`config.mk`:
```
export PLATFORM = sky130hd
export DESIGN_NAME = cpu_axi_burst_bridge
export DESIGN_NICKNAME = d
export VERILOG_FILES = /design/src/rtl/axi_bridge_pkg.sv /design/src/rtl/axi_read_client.sv /design/src/rtl/cpu_axi_burst_bridge.sv
export SDC_FILE = /design/constraint.sdc
export NUM_CORES = 1
export LEC_CHECK = 0
export CORE_ASPECT_RATIO = 0.75
export CORE_MARGIN = 8
export CORE_UTILIZATION = 40
export CTS_BUF_LIST = sky130_fd_sc_hd__clkbuf_16
export CTS_CLUSTER_DIAMETER = 50
export CTS_CLUSTER_SIZE = 16
export DETAILED_ROUTE_END_ITERATION = 16
export HOLD_SLACK_MARGIN = 0.02
export PLACE_DENSITY = 0.88
export SYNTH_ARGS = -nofsm -noshare
export SYNTH_HDL_FRONTEND = slang
export SYNTH_SLANG_ARGS = --single-unit
```
`constraint.sdc`:
```
create_clock -name clock -period 3.85 [get_ports clock]
set_input_delay 0.385 -clock clock [delete_from_list [all_inputs] [get_ports clock]]
set_output_delay 0.385 -clock clock [all_outputs]
set_load 0.1 [all_outputs]
```
`src/rtl/axi_bridge_pkg.sv`:
```
// Shared types and encodings for the CPU-to-AXI4 burst bridge.
package axi_bridge_pkg;

  typedef enum logic [1:0] {
    RD_IDLE = 2'd0,
    RD_ADDR = 2'd1,
    RD_DATA = 2'd2
  } rd_state_e;

  typedef enum logic [1:0] {
    WR_IDLE = 2'd0,
    WR_XFER = 2'd1,
    WR_RESP = 2'd2
  } wr_state_e;

  localparam int unsigned ID_INST = 0;
  localparam int unsigned ID_DATA = 1;

  localparam int unsigned LEN_W   = 8;
  localparam int unsigned SIZE_W  = 3;
  localparam int unsigned BURST_W = 2;
  localparam int unsigned RESP_W  = 2;

  localparam logic [BURST_W-1:0] BURST_FIXED = 2'b00;
  localparam logic [BURST_W-1:0] BURST_INCR  = 2'b01;
  localparam logic [BURST_W-1:0] BURST_WRAP  = 2'b10;

  localparam logic [RESP_W-1:0] RESP_OKAY   = 2'b00;
  localparam logic [RESP_W-1:0] RESP_EXOKAY = 2'b01;
  localparam logic [RESP_W-1:0] RESP_SLVERR = 2'b10;
  localparam logic [RESP_W-1:0] RESP_DECERR = 2'b11;

endpackage

```
`src/rtl/axi_read_client.sv`:
```
// One read client: captures a request, waits for its AR grant, then
// tracks R beats until the last one is taken.
module axi_read_client
  import axi_bridge_pkg::*;
#(
  parameter int unsigned ADDR_WIDTH = 32
) (
  input  logic                  clock,
  input  logic                  reset_,
  input  logic                  req_valid,
  output logic                  req_ready,
  input  logic [ADDR_WIDTH-1:0] req_addr,
  input  logic [LEN_W-1:0]      req_len,
  input  logic [SIZE_W-1:0]     req_size,
  input  logic                  hazard,
  output logic                  ar_pending,
  input  logic                  ar_accept,
  input  logic                  beat_valid,
  input  logic                  beat_ready,
  input  logic                  beat_last,
  output logic                  in_data,
  output logic                  idle,
  output logic [ADDR_WIDTH-1:0] addr,
  output logic [LEN_W-1:0]      len,
  output logic [SIZE_W-1:0]     size
);

  rd_state_e state_q, state_d;

  always_ff @(posedge clock or negedge reset_) begin
    if (!reset_) state_q <= RD_IDLE;
    else         state_q <= state_d;
  end

  always_comb begin
    state_d = state_q;
    case (state_q)
      RD_IDLE: if (req_valid && req_ready)                 state_d = RD_ADDR;
      RD_ADDR: if (ar_accept)                              state_d = RD_DATA;
      RD_DATA: if (beat_valid && beat_ready && beat_last)  state_d = RD_IDLE;
      default:                                             state_d = RD_IDLE;
    endcase
  end

  assign idle       = (state_q == RD_IDLE);
  assign ar_pending = (state_q == RD_ADDR);
  assign in_data    = (state_q == RD_DATA);
  assign req_ready  = reset_ && idle && !hazard;

  // Request payload is datapath only; it is meaningless until the FSM leaves idle.
  always_ff @(posedge clock) begin
    if (req_valid && req_ready) begin
      addr <= req_addr;
      len  <= req_len;
      size <= req_size;
    end
  end

endmodule

```
`src/rtl/cpu_axi_burst_bridge.sv`:
```
// Bridges an instruction read port and a data read/write port onto one
// AXI4 master, with a shared AR arbiter and a read-after-write line hazard.
module cpu_axi_burst_bridge
  import axi_bridge_pkg::*;
#(
  parameter int unsigned DATA_WIDTH = 32,
  parameter int unsigned ADDR_WIDTH = 32,
  parameter int unsigned ID_WIDTH   = 4,
  parameter int unsigned LINE_BYTES = 32
) (
  input  logic                    clock,
  input  logic                    reset_,
  input  logic                    inst_req_valid,
  output logic                    inst_req_ready,
  input  logic [ADDR_WIDTH-1:0]   inst_req_addr,
  input  logic [7:0]              inst_req_len,
  input  logic [2:0]              inst_req_size,
  output logic [DATA_WIDTH-1:0]   inst_rdata,
  output logic                    inst_rlast,
  output logic                    inst_rvalid,
  input  logic                    inst_rready,
  input  logic                    data_req_valid,
  output logic                    data_req_ready,
  input  logic                    data_req_write,
  input  logic [ADDR_WIDTH-1:0]   data_req_addr,
  input  logic [7:0]              data_req_len,
  input  logic [2:0]              data_req_size,
  input  logic [DATA_WIDTH-1:0]   data_wdata,
  input  logic [DATA_WIDTH/8-1:0] data_wstrb,
  input  logic                    data_wvalid,
  output logic                    data_wready,
  output logic [DATA_WIDTH-1:0]   data_rdata,
  output logic                    data_rlast,
  output logic                    data_rvalid,
  input  logic                    data_rready,
  output logic                    data_bvalid,
  output logic [1:0]              data_bresp,
  output logic [ID_WIDTH-1:0]     axi_arid,
  output logic [ADDR_WIDTH-1:0]   axi_araddr,
  output logic [7:0]              axi_arlen,
  output logic [2:0]              axi_arsize,
  output logic [1:0]              axi_arburst,
  output logic                    axi_arlock,
  output logic [3:0]              axi_arcache,
  output logic [2:0]              axi_arprot,
  output logic                    axi_arvalid,
  input  logic                    axi_arready,
  input  logic [ID_WIDTH-1:0]     axi_rid,
  input  logic [DATA_WIDTH-1:0]   axi_rdata,
  input  logic [1:0]              axi_rresp,
  input  logic                    axi_rlast,
  input  logic                    axi_rvalid,
  output logic                    axi_rready,
  output logic [ID_WIDTH-1:0]     axi_awid,
  output logic [ADDR_WIDTH-1:0]   axi_awaddr,
  output logic [7:0]              axi_awlen,
  output logic [2:0]              axi_awsize,
  output logic [1:0]              axi_awburst,
  output logic                    axi_awlock,
  output logic [3:0]              axi_awcache,
  output logic [2:0]              axi_awprot,
  output logic                    axi_awvalid,
  input  logic                    axi_awready,
  output logic [DATA_WIDTH-1:0]   axi_wdata,
  output logic [DATA_WIDTH/8-1:0] axi_wstrb,
  output logic                    axi_wlast,
  output logic                    axi_wvalid,
  input  logic                    axi_wready,
  input  logic [ID_WIDTH-1:0]     axi_bid,
  input  logic [1:0]              axi_bresp,
  input  logic                    axi_bvalid,
  output logic                    axi_bready
);

  localparam int unsigned LINE_SHIFT = $clog2(LINE_BYTES);

  logic                  inst_pending, inst_in_data, inst_idle, inst_accept, inst_hit, inst_hazard;
  logic                  data_pending, data_in_data, data_idle, data_accept, data_hit;
  logic [ADDR_WIDTH-1:0] inst_addr, data_addr;
  logic [LEN_W-1:0]      inst_len, data_len;
  logic [SIZE_W-1:0]     inst_size, data_size;

  wr_state_e             wr_state_q, wr_state_d;
  logic                  wr_busy, wr_start;
  logic [ADDR_WIDTH-1:0] wr_addr_q;
  logic [LEN_W-1:0]      wr_len_q;
  logic [SIZE_W-1:0]     wr_size_q;

  logic unused_rresp;
  assign unused_rresp = ^axi_rresp;

  assign wr_busy     = (wr_state_q != WR_IDLE);
  assign inst_hazard = wr_busy &&
                       (inst_req_addr[ADDR_WIDTH-1:LINE_SHIFT] == wr_addr_q[ADDR_WIDTH-1:LINE_SHIFT]);

  // Data port is single-issue: any busy write blocks data reads and writes alike.
  assign wr_start = data_req_valid && data_req_write && data_req_ready;

  axi_read_client #(.ADDR_WIDTH(ADDR_WIDTH)) u_inst_client (
    .clock      (clock),
    .reset_     (reset_),
    .req_valid  (inst_req_valid),
    .req_ready  (inst_req_ready),
    .req_addr   (inst_req_addr),
    .req_len    (inst_req_len),
    .req_size   (inst_req_size),
    .hazard     (inst_hazard),
    .ar_pending (inst_pending),
    .ar_accept  (inst_accept),
    .beat_valid (inst_hit),
    .beat_ready (inst_rready),
    .beat_last  (axi_rlast),
    .in_data    (inst_in_data),
    .idle       (inst_idle),
    .addr       (inst_addr),
    .len        (inst_len),
    .size       (inst_size)
  );

  axi_read_client #(.ADDR_WIDTH(ADDR_WIDTH)) u_data_client (
    .clock      (clock),
    .reset_     (reset_),
    .req_valid  (data_req_valid && !data_req_write),
    .req_ready  (data_req_ready),
    .req_addr   (data_req_addr),
    .req_len    (data_req_len),
    .req_size   (data_req_size),
    .hazard     (wr_busy),
    .ar_pending (data_pending),
    .ar_accept  (data_accept),
    .beat_valid (data_hit),
    .beat_ready (data_rready),
    .beat_last  (axi_rlast),
    .in_data    (data_in_data),
    .idle       (data_idle),
    .addr       (data_addr),
    .len        (data_len),
    .size       (data_size)
  );

  // AR arbiter: the favour pointer moves only on contested grants.
  logic ar_valid_q, ar_owner_q, last_data_q, grant_inst, grant_data;
  logic [ADDR_WIDTH-1:0] ar_addr_q;
  logic [LEN_W-1:0]      ar_len_q;
  logic [SIZE_W-1:0]     ar_size_q;

  always_comb begin
    grant_inst = 1'b0;
    grant_data = 1'b0;
    if (!ar_valid_q) begin
      if (inst_pending && data_pending) begin
        grant_inst = last_data_q;
        grant_data = !last_data_q;
      end else begin
        grant_inst = inst_pending;
        grant_data = data_pending;
      end
    end
  end

  always_ff @(posedge clock or negedge reset_) begin
    if (!reset_) begin
      ar_valid_q  <= 1'b0;
      ar_owner_q  <= 1'b0;
      last_data_q <= 1'b1;
    end else if (grant_inst || grant_data) begin
      ar_valid_q <= 1'b1;
      ar_owner_q <= grant_data;
      if (inst_pending && data_pending) last_data_q <= grant_data;
    end else if (ar_valid_q && axi_arready) begin
      ar_valid_q <= 1'b0;
    end
  end

  always_ff @(posedge clock) begin
    if (grant_inst || grant_data) begin
      ar_addr_q <= grant_data ? data_addr : inst_addr;
      ar_len_q  <= grant_data ? data_len  : inst_len;
      ar_size_q <= grant_data ? data_size : inst_size;
    end
  end

  assign inst_accept = ar_valid_q && axi_arready && !ar_owner_q;
  assign data_accept = ar_valid_q && axi_arready &&  ar_owner_q;

  assign axi_arvalid = ar_valid_q;
  assign axi_arid    = ar_owner_q ? ID_WIDTH'(ID_DATA) : ID_WIDTH'(ID_INST);
  assign axi_araddr  = ar_addr_q;
  assign axi_arlen   = ar_len_q;
  assign axi_arsize  = ar_size_q;
  assign axi_arburst = BURST_INCR;
  assign axi_arlock  = 1'b0;
  assign axi_arcache = 4'b0000;
  assign axi_arprot  = 3'b000;

  // R routing by ID; beats nobody is waiting for are drained and dropped.
  assign inst_hit    = axi_rvalid && (axi_rid == ID_WIDTH'(ID_INST)) && inst_in_data;
  assign data_hit    = axi_rvalid && (axi_rid == ID_WIDTH'(ID_DATA)) && data_in_data;
  assign inst_rvalid = inst_hit;
  assign data_rvalid = data_hit;
  assign inst_rdata  = axi_rdata;
  assign data_rdata  = axi_rdata;
  assign inst_rlast  = axi_rlast;
  assign data_rlast  = axi_rlast;
  assign axi_rready  = reset_ && (inst_hit ? inst_rready : (data_hit ? data_rready : 1'b1));

  // Write path.
  logic                aw_done_q, w_done_q, aw_fire, w_fire, b_hit;
  logic [LEN_W-1:0]    beat_cnt_q;

  assign aw_fire = axi_awvalid && axi_awready;
  assign w_fire  = axi_wvalid && axi_wready;
  assign b_hit   = axi_bvalid && axi_bready && (axi_bid == ID_WIDTH'(ID_DATA));

  always_ff @(posedge clock or negedge reset_) begin
    if (!reset_) wr_state_q <= WR_IDLE;
    else         wr_state_q <= wr_state_d;
  end

  always_comb begin
    wr_state_d = wr_state_q;
    case (wr_state_q)
      WR_IDLE: if (wr_start) wr_state_d = WR_XFER;
      WR_XFER: if ((aw_done_q || aw_fire) && (w_done_q || (w_fire && axi_wlast)))
                 wr_state_d = WR_RESP;
      WR_RESP: if (b_hit) wr_state_d = WR_IDLE;
      default: wr_state_d = WR_IDLE;
    endcase
  end

  always_ff @(posedge clock or negedge reset_) begin
    if (!reset_) begin
      aw_done_q   <= 1'b0;
      w_done_q    <= 1'b0;
      beat_cnt_q  <= '0;
      data_bvalid <= 1'b0;
      data_bresp  <= RESP_OKAY;
    end else begin
      data_bvalid <= b_hit;
      if (b_hit) data_bresp <= axi_bresp;
      if (wr_state_q == WR_IDLE) begin
        aw_done_q  <= 1'b0;
        w_done_q   <= 1'b0;
        beat_cnt_q <= '0;
      end else begin
        if (aw_fire) aw_done_q <= 1'b1;
        if (w_fire) begin
          if (axi_wlast) w_done_q   <= 1'b1;
          else           beat_cnt_q <= beat_cnt_q + LEN_W'(1);
        end
      end
    end
  end

  always_ff @(posedge clock) begin
    if (wr_start) begin
      wr_addr_q <= data_req_addr;
      wr_len_q  <= data_req_len;
      wr_size_q <= data_req_size;
    end
  end

  assign axi_awvalid = (wr_state_q == WR_XFER) && !aw_done_q;
  assign axi_awid    = ID_WIDTH'(ID_DATA);
  assign axi_awaddr  = wr_addr_q;
  assign axi_awlen   = wr_len_q;
  assign axi_awsize  = wr_size_q;
  assign axi_awburst = BURST_INCR;
  assign axi_awlock  = 1'b0;
  assign axi_awcache = 4'b0000;
  assign axi_awprot  = 3'b000;

  assign axi_wvalid  = (wr_state_q == WR_XFER) && !w_done_q && data_wvalid;
  assign data_wready = (wr_state_q == WR_XFER) && !w_done_q && axi_wready;
  assign axi_wdata   = data_wdata;
  assign axi_wstrb   = data_wstrb;
  assign axi_wlast   = (beat_cnt_q == wr_len_q);
  assign axi_bready  = (wr_state_q == WR_RESP);

endmodule

```
# ---- After elaboration in Yosys (flattened, before gate mapping)
# Cells that the tools add are included.
dict set report totals {
  regBits 194
  latchBits 0
  ramBits 0
  rom_bits 0
  input_bits 180
  output_inout_bits 230
  wordCells 134
  mem_count 0
}
dict set report classes {
  add_sub_neg 1
  multipliers 0
  n_div 0
  n_lt_le_gt_ge 0
  n_eq_ne 20
  shift 0
  n_mux 32
  bitwise_logic 0
  reduce_logical 58
}
# operator n
set op_table {}
lappend op_table {{$logic_and 1x1->1} 33}
lappend op_table {{$mux 32} 1}
lappend op_table {{$mux 8} 4}
lappend op_table {{$eq 27x27->1} 1}
lappend op_table {{$mux 2} 9}
lappend op_table {{$pmux 2 s3} 3}
lappend op_table {{$mux 1} 14}
lappend op_table {{$ne 2x1->1 const B} 6}
lappend op_table {{$reduce_bool 2->1} 5}
lappend op_table {{$reduce_and 3->1} 3}
lappend op_table {{$add 8x1->8 const B} 1}
lappend op_table {{$eq 4x1->1 const B} 2}
lappend op_table {{$eq 8x8->1} 1}
lappend op_table {{$ne 2x2->1 const B} 4}
lappend op_table {{$logic_not 1->1} 7}
lappend op_table {{$eq 2x1->1 const B} 3}
lappend op_table {{$eq 2x2->1 const B} 3}
lappend op_table {{$logic_not 2->1} 3}
lappend op_table {{$reduce_and 2->1} 3}
lappend op_table {{$logic_not 4->1} 1}
lappend op_table {{$logic_or 1x1->1} 3}
lappend op_table {{$mux 3} 1}

# ---- Logic depth before layout (Yosys ltp)
# Gate-level depths: netlist (run 1).
dict set report logic_depth {
  word_depth 9
  depth_mapped 6
  ltp_nobuf 5
}

# ---- Hierarchy
# A second synthesis (run 1) with hierarchy kept.
dict set report hier_totals {
  hier_cells 528
  hier_area_um2 8316.7
}
# module instances cells_each area_each_um2 seq_area_each_um2
set modules_own_cells {}
lappend modules_own_cells {cpu_axi_burst_bridge 1 418 5484.0 3034.2}
lappend modules_own_cells {axi_read_client 2 55 1416.4 1341.3}

# ---- Least setup slack after synthesis (run 1)
# No wires, ideal clock.
dict set report synth_path {
  kind {reg-to-reg}
  startpoint {register wr_state_q[0]}
  endpoint {register wr_addr_q[0], in the netlist axi_awaddr[0] (enable)}
  setup_ns 0.405
  t_arrival_ns 5.080
  slack_ns -1.635
  path_stages_with_launch 5
  path_buffers 1
  path_cell_list {dfrtp_1 > or2_1 > buf_2 > nor4_1 > and3_1}
}
dict set report synth_via {
  elab_chain_cells 4
}
# item line_no
set synth_rtl {}
lappend synth_rtl {{from (decl)} cpu_axi_burst_bridge.sv:83} ;# wr_state_e wr_state_q, wr_state_d;
lappend synth_rtl {{from (signal assigned)} cpu_axi_burst_bridge.sv:217} ;# else wr_state_q <= wr_state_d;
lappend synth_rtl {{$reduce_bool 2->1} cpu_axi_burst_bridge.sv:92} ;# assign wr_busy = (wr_state_q != WR_IDLE);
lappend synth_rtl {{$logic_not 1->1} axi_read_client.sv:48} ;# assign req_ready = reset_ && idle && !hazard;
lappend synth_rtl {{$logic_and 1x1->1} axi_read_client.sv:48}
lappend synth_rtl {{named net data_req_ready} cpu_axi_burst_bridge.sv:23} ;# output logic data_req_ready,
lappend synth_rtl {{$logic_and 1x1->1} cpu_axi_burst_bridge.sv:97} ;# assign wr_start = data_req_valid && data_req_write && data_req_ready;
lappend synth_rtl {{named net wr_start} cpu_axi_burst_bridge.sv:84} ;# logic wr_busy, wr_start;
lappend synth_rtl {{to (signal assigned)} cpu_axi_burst_bridge.sv:257} ;# wr_addr_q <= data_req_addr;
lappend synth_rtl {{to (decl)} cpu_axi_burst_bridge.sv:85} ;# logic [ADDR_WIDTH-1:0] wr_addr_q;
# The timed path passes the listed nets, and every way through them passes these cells.
# A chain may end at the register's enable or synchronous reset.

# ---- Worst setup path in the final report (run 1)
dict set report layout_path {
  startpoint {register wr_state_q[0]}
  endpoint {output inst_req_ready}
}
dict set report layout_via {
  elab_chain_cells 4
}
# item line_no
set layout_rtl {}
lappend layout_rtl {{$reduce_bool 2->1} cpu_axi_burst_bridge.sv:92}
lappend layout_rtl {{$logic_and 1x1->1} cpu_axi_burst_bridge.sv:93} ;# assign inst_hazard = wr_busy &&
lappend layout_rtl {{$logic_not 1->1} axi_read_client.sv:48}
lappend layout_rtl {{$logic_and 1x1->1} axi_read_client.sv:48}
lappend layout_rtl {{to (decl)} cpu_axi_burst_bridge.sv:14} ;# output logic inst_req_ready,
# Every way passes these cells.

==> impl_metrics.yaml, run 1 <==
die:
  core_sq_um: 20210
  pin_count: 410
  chipWidth_microns: 181.7
  die_height_microns: 140.3
  start_util_pct: 40.75
  rows: 45
  dieArea_sq_um: 25490
critical_path:
  crit_fanout: 8
  cpMaxStageDelayCell: "nor4_1"
  arrival_ns: 2.48
  worstPathCellList: "or2_1 -> nand4_1 -> nor4_1 -> a2111oi_4 -> buf_12"
  endpoint_kind: "output pin"
  slowest_delay_ns: 0.58
  crit_family: "simple AND/OR/NAND/NOR gates"
  startpoint_type: "register"
  criticalPathCategory: "register to output pin"
  critPathBufInv: 1
  worstPathRequired_ns: 3.46
sta:
  rsz0062_at_grt: "false"
  setup_slack_ns: 0.9848
  finalSetupViolations: 0
  tightest_slew_ns: 1.125
  finClkSkew_ns: 0.01309
  hold_viol_final: 0
  finalSetupTns_ns: 0
  fin_crit_ns: 2.865
  slew_violations: 0
  slew_headroom_pct: 24.92
  min_period_over_period_pct: 74.42
  timing.fmax_mhz: 349.0
route:
  firstDrtPassIters: 4
  vias: 4369
  wl_per_cell_microns: 21.88
  drt_wl_total_mm: 20.15
  drc: 0
  vias_per_cell: 4.744
  drt-initial-drc-count: 211
  drtAntennaViolNets: 0
clock_tree:
  htree_levels: 4
  cts_resized: 0
  clockBufferDepth: 2
  clk_latency_ns: 0.43
  numClockSinks: 194
  path_clk_slew_ns: 0.08
  postCtsSetupRepairBufs: 0
  cts_tree: "yes"
  cts-root-buf: "clkbuf_16"
  numCtsBuffers: 17
  cts-hold-fix-buffers: 0
final_layout:
  nets: 831
  n_antenna_cell: 0
  layout-drive-gt1-share_pct: 15.69
  layout_common_cells: "clkdlybuf4s50_1, edfxtp_1, mux2_2"
  fill_cells: 1672
  final_common_cell: "clkdlybuf4s50_1"
  area_growth_pct: 28.07
logic_synthesis:
  synth_compound_area_share_pct: 2.324
  yosys.area_share.xor_xnor_pct: 4.147
  ys_seq_elements: 194
  synth-edff-count: 172
  synthAdderAreaFrac_pct: 0.1519
  netlist-cell-type-count: 46
  yosys.area_share.simple_pct: 4.785
  synth_top_family_by_area: "buffers and inverters"
  synth.mux.area_fraction_pct: 6.395
  syn_avg_cell_area_sq_um: 15.75
  async_flop_share_pct: 11.34
  synthFlopType: "edfxtp_1"
  ys_seq_area_share_pct: 69.41
  yosys_warnings: 0
  synth_area_sq_um: 8237
  syn_inst: 523
placed_design:
  hpwlAfterDp_mm: 14.91
  routabilityCongestion: 0.7764
  dp_slack_ns: 0.6436
  port_buffers: 212
power_and_ir_drop:
  vdd_drop_max_mv: 0.4065
  power_frac_comb_pct: 40.6
  p_int_w: 0.004497
  p_sw_w: 0.003574
  p_per_area_nw_per_um2: 765.1
  swShare_pct: 44.28
  p_leak_nw: 3.699
  power_frac_seq_pct: 36.5
  clockPowerShare_pct: 23.0
  power_w: 0.008071
global_routing:
  grt_pass1_wl_mm: 29.55
  grt_max_degree: 44
  grt_usage_pct: 15.62
  antenna_found_initial: 0
  grt_pass1_vias: 4767
  grt-ovfl-total: 0
job:
  cap_viol_max_count: 0
run_status:
  outcome: "completed"
worst_hold_path:
  hp-class: "input port to asynchronous set/reset pin"
layout make-up:
cell class	count	area [sq um]	area share (%)
Multi-Input combinational cell	207	1619	15.35
Clock inverter	15	207.7	1.969
Clock buffer	17	425.4	4.033
Tap cell	258	322.8	3.060
Timing Repair Buffer	218	2212	20.97
Inverter	12	45.04	0.4270
Sequential cell	194	5717	54.19
cells in the mapped netlist (2+ instances only):
library cell	n	area [sq um]
buf_4	130	975.9
o21ai_0	2	10.01
and3_1	3	18.77
nand2_1	17	63.81
mux2_2	45	506.7
xor2_1	8	70.07
nand3_1	4	20.02
nand4_1	9	56.30
nand2b_1	4	25.02
buf_2	5	25.02
nor3_1	5	25.02
a21o_1	2	15.01
mux2i_1	2	20.02
nor4_1	2	12.51
nor4_4	2	42.54
inv_1	12	45.04
nor4b_1	2	17.52
nor3b_1	2	15.01
a21oi_1	3	15.01
nor2_1	15	56.30
a211oi_1	2	15.01
xnor2_1	31	271.5
edfxtp_1	172	5165
conb_1	2	7.510
dfrtp_1	21	525.5
per-stage QoR:
| stage | cell area [sq um] | cells | utilization, % | hold slack [ns] |
|---|---|---|---|---|
| after floorplan | 8366 | 548 | - | 0.08941 |
| after global placement | 9916 | 889 | 49.06 | 0.4920 |
| after detailed placement | 9916 | 889 | 49.06 | 0.5015 |
| after CTS | 10550 | 921 | 52.19 | 0.4864 |
| after global routing | 10550 | 921 | 52.19 | 0.4716 |
| final | 10550 | 921 | 52.19 | 0.4915 |
power by group through the flow:
| stage | Combinational [W] | Sequential [W] | Clock (W) |
|---|---|---|---|
| finish | 0.00327 | 0.00294 | 0.00185 |
| CTS | 0.00332 | 0.00295 | 0.00190 |
| detailed placement | 0.00331 | 0.00300 | 0 |
| floorplan | 0.00138 | 0.00453 | 0 |
| global route | 0.00339 | 0.00298 | 0.00199 |
| global placement | 0.00327 | 0.00297 | 0 |
worst register-to-register path: stages (launching register included):
cell and delay [ns]:
dfrtp_1 0.43, or2_1 0.44, nand4_1 0.18, nor4_1 0.58, a2111oi_4 0.20, and2_2 0.29
buf_4 0.33
path summary, 6_finish.rpt:
path | cells after the start | slack (ns) | startpoint | to
min reg2reg | 1 | 0.52 | data_bresp[1]$_DFFE_PN0P_ | data_bresp[1]$_DFFE_PN0P_
max | 5 | 0.98 | wr_state_q[0]$_DFFE_PN0P_ | inst_req_ready
min in group clock | 1 | 0.50 | inst_req_addr[3] | u_inst_client.addr[3]$_DFFE_PP_
max reg2reg | 6 | 1.07 | wr_state_q[0]$_DFFE_PN0P_ | u_inst_client.addr[21]$_DFFE_PP_
max in group asynchronous | 2 | 3.05 | reset_ | last_data_q$_DFFE_PN1P_
min | 2 | 0.49 | reset_ | beat_cnt_q[3]$_DFFE_PN0P_
cells by family after synthesis:
family | Yosys count
compound gates | 23
other cells | 2
fa+ha+maj | 1
flops | 194
mux | 47
xor+xnor | 39
buf+inv | 147
simple gates | 70
registers in the layout (all words and copies together) (netlist names), 8 cells and up:
name,cells
u_inst_client.addr,32
u_inst_client.len,8
u_data_client.addr,32
axi_arlen,8
axi_awlen,8
beat_cnt_q,8
axi_araddr,32
axi_awaddr,32
u_data_client.len,8
per-layer routing:
metal / track usage (%) / wire length [microns] / up-vias
li1: - / - / 1984
met1: 18.51 / 8060 / 2117
met2: 23.46 / 9210 / 254
met3: 9.845 / 2697 / 14
met4: 3.960 / 178 / 0
met5: 0 / 0 / -
(Power assumes the default switching activity.)
==> inputs of run 2 (changes only) <==
==> constraint.sdc (replaced) <==
create_clock -name clock -period 2.79 [get_ports clock]
set_input_delay 0.279 -clock clock [delete_from_list [all_inputs] [get_ports clock]]
set_output_delay 0.279 -clock clock [all_outputs]
set_load 0.1 [all_outputs]
==> run 2 against run 1 <==
Effect of this change: setup slack got worse by 0.80 ns; critical endpoint unchanged; highest routed layer is now met5; combinational power increased by 37%; critical path depth up 1; global-route usage is essentially flat; clock power rose by 31%; cell count up 0.65%.
==> impl_metrics.yaml, run 2 (synthesis gave the netlist of run 1 again) <==
run_status:
  outcome: "completed"
sta:
  min_period_over_period_pct: 93.30
  finClkSkew_ns: 0.01494
  setup_slack_ns: 0.1868
  timing.fmax_mhz: 384.1
  rsz0062_at_grt: "false"
  tightest_slew_ns: 0.6877
  hold_viol_final: 0
  slew_headroom_pct: 54.15
  fin_crit_ns: 2.603
  slew_violations: 0
  finalSetupViolations: 0
placed_design:
  port_buffers: 212
  routabilityCongestion: 0.7988
  dp_slack_ns: -0.05343
  place_area_sq_um: 9758
  hpwlAfterDp_mm: 15.02
critical_path:
  worstPathRequired_ns: 2.51
  arrival_ns: 2.32
  startpoint_type: "register"
  criticalPathCategory: "register to output pin"
  endpoint_kind: "output pin"
  crit_fanout: 2
power_and_ir_drop:
  clockPowerShare_pct: 22.2
  vdd_drop_max_mv: 0.4356
  p_int_w: 0.006044
  power_frac_comb_pct: 40.9
  power_frac_seq_pct: 36.9
  p_sw_w: 0.004937
  power_w: 0.01098
  swShare_pct: 44.96
  p_leak_nw: 3.820
  p_per_area_nw_per_um2: 1059
route:
  vias: 4418
  drt_wl_total_mm: 20.04
  drt-initial-drc-count: 214
  vias_per_cell: 4.766
  firstDrtPassIters: 5
  drc: 0
  wl_per_cell_microns: 21.61
  drtAntennaViolNets: 0
final_layout:
  layout-drive-gt1-share_pct: 31.24
  area_growth_pct: 25.93
  layout_common_cells: "edfxtp_1, clkdlybuf4s50_1, buf_4"
  design_area_sq_um: 10370
  final_common_cell: "edfxtp_1"
  nets: 837
  n_antenna_cell: 0
worst_hold_path:
  hp-class: "input port to asynchronous set/reset pin"
clock_tree:
  cts_tree: "yes"
  clk_latency_ns: 0.43
  clockBufferDepth: 2
  cts-root-buf: "clkbuf_16"
  path_clk_slew_ns: 0.07
  numCtsBuffers: 17
  numClockSinks: 194
  postCtsSetupRepairBufs: 0
  htree_levels: 4
global_routing:
  grt_usage_pct: 15.61
  grt-ovfl-total: 0
  grt_pass1_wl_mm: 29.73
  grt_pass1_vias: 4811
  grt_max_degree: 44
  antenna_found_initial: 0
die:
  die_height_microns: 140.3
  start_util_pct: 40.75
  dieArea_sq_um: 25490
  pin_count: 410
  chipWidth_microns: 181.7
  rows: 45
  core_sq_um: 20210
job:
  cap_viol_max_count: 0
[run 2: cell count changes in the layout (fill, tap and decap cells not counted), moves of 2 or more]
cell,before,now
buf_4,8,109
clkdlybuf4s50_1,205,109
inv_8,4,1
inv_6,3,5
[run 2: power by group through the flow]
stage	Sequential, W	Clock (W)	Combinational, W
6_report	0.00406	0.00243	0.00449
5_1_grt	0.00411	0.00261	0.00467
4_1_cts	0.00406	0.00250	0.00455
3_5_place_dp	0.00412	0	0.00454
3_3_place_gp	0.00410	0	0.00451
2_1_floorplan	0.00625	0	0.00192
[run 2: layout make-up]
| class | count | area, sq um |
|---|---|---|
| fillers | 1704 | 9841 |
| flip-flops and latches | 194 | 5717 |
| repair buffers | 224 | 2029 |
| multi-input cells | 207 | 1650 |
| clock buffers | 17 | 425.4 |
| well taps | 258 | 322.8 |
| clock inverters | 15 | 182.7 |
| inverters | 12 | 45.04 |
[run 2: metrics by stage]
stage          hold WS (ns)  utilization [%]  instances  TNS, ns
6_report             0.2359            51.32        927        0
5_1_grt              0.2730            51.32        927        0
4_1_cts              0.2287            51.32        927        0
3_5_place_dp         0.5053            48.28        895   -2.049
3_3_place_gp         0.4939            48.28        895   -4.341
2_1_floorplan      -0.01659                -        548   -35.52
[run 2: metal layers]
layer / wire, microns / global-route usage (%) / up-vias
met5: 71 / 2.196 / -
met4: 96 / 3.315 / 2
met3: 2346 / 8.165 / 12
met2: 9137 / 24.05 / 246
met1: 8383 / 19.11 / 2158
li1: - / - / 2000
[run 2: final timing paths]
kind / startpoint / end / cells past startpoint / slack [ns]
setup / recovery: axi_awaddr[30]$_DFFE_PP_ / inst_req_ready / 6 / 0.19
hold / removal: reset_ / u_data_client.state_q[1]$_DFFE_PN0P_ / 2 / 0.24
setup reg to reg: wr_state_q[0]$_DFFE_PN0P_ / u_inst_client.len[3]$_DFFE_PP_ / 5 / 0.37
hold reg to reg: data_bresp[0]$_DFFE_PN0P_ / data_bresp[0]$_DFFE_PN0P_ / 1 / 0.52
max in group asynchronous: reset_ / last_data_q$_DFFE_PN1P_ / 2 / 2.27
min in group clock: inst_req_addr[3] / u_inst_client.addr[3]$_DFFE_PP_ / 1 / 0.40
[run 2: critical path, stage by stage (launching register included)]
cell and delay (ns):
edfxtp_1 0.43, xnor2_1 0.29, nand4_1 0.20, nor4_2 0.50, a2111oi_4 0.14, buf_4 0.17
buf_12 0.16
[run 2: timing repair]
| item | in CTS | in global routing |
|---|---|---|
| gates resized for setup | 1 | 0 |
| endpoints found under the setup margin | 1 | 0 |
| hold buffers | 0 | 0 |
==> inputs of run 3 (changes only) <==
--- a/config.mk
+++ b/config.mk
@@ -5,6 +5,8 @@
 export SDC_FILE = /design/constraint.sdc
 export NUM_CORES = 1
 export LEC_CHECK = 0
+export ABC_CLOCK_PERIOD_IN_PS = 2790
+export CAP_MARGIN = 20
 export CORE_ASPECT_RATIO = 0.75
 export CORE_MARGIN = 8
 export CORE_UTILIZATION = 40
==> results of run 3 <==
Same layout as run 2: the final DEF is identical, and so are final timing and power.
==> RTL change (settings of run 3) <==
`DATA_WIDTH`: 32 -> 48.
--- a/src/rtl/cpu_axi_burst_bridge.sv
+++ b/src/rtl/cpu_axi_burst_bridge.sv
@@ -5,3 +5,3 @@
 #(
-  parameter int unsigned DATA_WIDTH = 32,
+  parameter int unsigned DATA_WIDTH = 48,
   parameter int unsigned ADDR_WIDTH = 32,
Interface: changed (7 resized); port bits go from 410 to 494. The function was not compared with the original's and may differ.
==> RTL change against run 3 <==
  * Fmax is essentially flat
  * Final area up 1.2%
  * Sequential cell count unchanged
  * Routed wire length increased by 15%
  * Via count is 4.2% higher
  * Power grew 1.8%
  * Global-route usage grew 1.3 points
  * Worst setup slack worse by 0.89 ps
  * Area after synthesis rose by 4.6%
  * Largest cell class unchanged
==> RTL change: results (changes against run 3) <==
Crit-path slowest cell -> nor4_4 (was nor4_2)
status -> completed (unchanged)
reg-to-reg critical path startpoint -> wr_state_q[1] (was wr_state_q[0])
FF-to-FF setup slack -> 260 ps (was 370 ps)
clk slew on worst S/H paths -> 80 ps
post-DP HPWL -> 17600 um (was 15000 um)
Tightest Pin Transition -> 686 ps (was 688 ps)
synth top area cells -> edfxtp_1 60%, buf_4 16%, dfrtp_1 6.1% (was edfxtp_1 63%, buf_4 12%, dfrtp_1 6.4%)
VDD IR max -> 0.496 mV (was 0.436 mV)
Final #Nets -> 871 (was 837)
first-pass GRT wire length -> 32500 um (was 29700 um)
Critical Path Max Stage Delay -> 490 ps
routability congestion estimate from global placement -> 0.815 (was 0.799)
post-placement cell count -> 925 (was 895)
drt wl/cell -> 24.0 um (was 21.6 um)
initial antenna violation count -> 1 (was 0)
vias in the first global route -> 4868 (was 4811)
CTS resizes -> 2 (was 1)
Worst Skew -> 19.0 ps (was 14.9 ps)
crit path max fanout -> 4 (was 2)
Gate Count Post-Synth -> 573 (was 523)
post-layout min period -> 2600 ps (about the same)
Pre-Repair DR Iteration Count -> 4 (was 5)
sequential-to-total area share from yosys stat -> 0.664 (was 0.694)
initial drt markers -> 298 (was 214)
DRT Wirelength -> 23000 um (was 20000 um)
worst-case clock buffer depth -> 2 (unchanged)
Leakage -> 3.86 nW (was 3.82 nW)
via count -> 4603 (was 4418)
RTL change: cell count changes after synthesis, sizes merged:
cell	change
buf	+50
RTL change: how the worst max path moves through the flow:
stage / start / endpoint
floorplan: axi_awaddr[18] / u_inst_client.addr[0]
global placement: inst_req_addr[8] / u_inst_client.addr[4]
detailed placement: inst_req_addr[8] / u_inst_client.addr[4]
CTS: wr_state_q[1] / inst_req_ready
global route: wr_state_q[1] / inst_req_ready
finish: wr_state_q[1] / inst_req_ready
RTL change: per-layer routing:
| metal | wire length, um | vias up | part of all wire | track usage |
|---|---|---|---|---|
| li1 | - | 2005 | - | - |
| met1 | 9390 | 2253 | 0.41 | 0.208 |
| met2 | 10200 | 324 | 0.45 | 0.244 |
| met3 | 3140 | 19 | 0.14 | 0.107 |
| met4 | 208 | 2 | 0.0090 | 0.0424 |
| met5 | 13 | - | 0.00057 | 0 |
RTL change: where the power goes:
group	total (W)	internal, W	switching (W)
logic	0.00450	0.00101	0.00350
registers	0.00405	0.00382	0.000227
clock network	0.00262	0.00128	0.00134
total	0.0112	0.00611	0.00506
RTL change: final cells by class:
type | count | area (um2)
timing repair buffer | 224 | 2070
inverter | 12 | 45.0
multi-input combinational | 207 | 1660
clock inverter | 15 | 220
clock buffer | 17 | 425
fill | 1791 | 10600
tap | 288 | 360
sequential | 194 | 5720
RTL change: worst register-to-register path, delay by kind of cell, from the launching register on:
kind | cells | cell delay (ps)
compound gates | 1 | 390
simple gates | 4 | 1330
flops | 1 | 420
RTL change: logic make-up (layout without fill, tap and decap cells):
family / count (synthesis) / after routing / share of synthesized area
AND/OR/NAND/NOR: 70 / 70 / 0.0458
XOR/XNOR: 39 / 39 / 0.0397
AO/OA/AOI/OAI: 23 / 23 / 0.0222
flip-flops: 194 / 194 / 0.664
multiplexers: 47 / 47 / 0.0612
adder cells (fa/ha/maj): 1 / 1 / 0.00145
buffers and inverters: 197 / 268 / 0.165
other: 2 / 27 / 0.000872
RTL change: stage by stage:
stage                     cell area [um2]  setup TNS (ps)  setup slack, ps   util  hold WS (ps)
final                               10500               0              186  0.497           237
after global placement               9830           -8550             -200  0.466           490
after floorplan                      8780          -35520             -706      -         -16.6
after CTS                           10500               0             97.5  0.497           225
after detailed placement             9830           -7340             -174  0.466           509
after global routing                10500               0             43.2  0.497           263
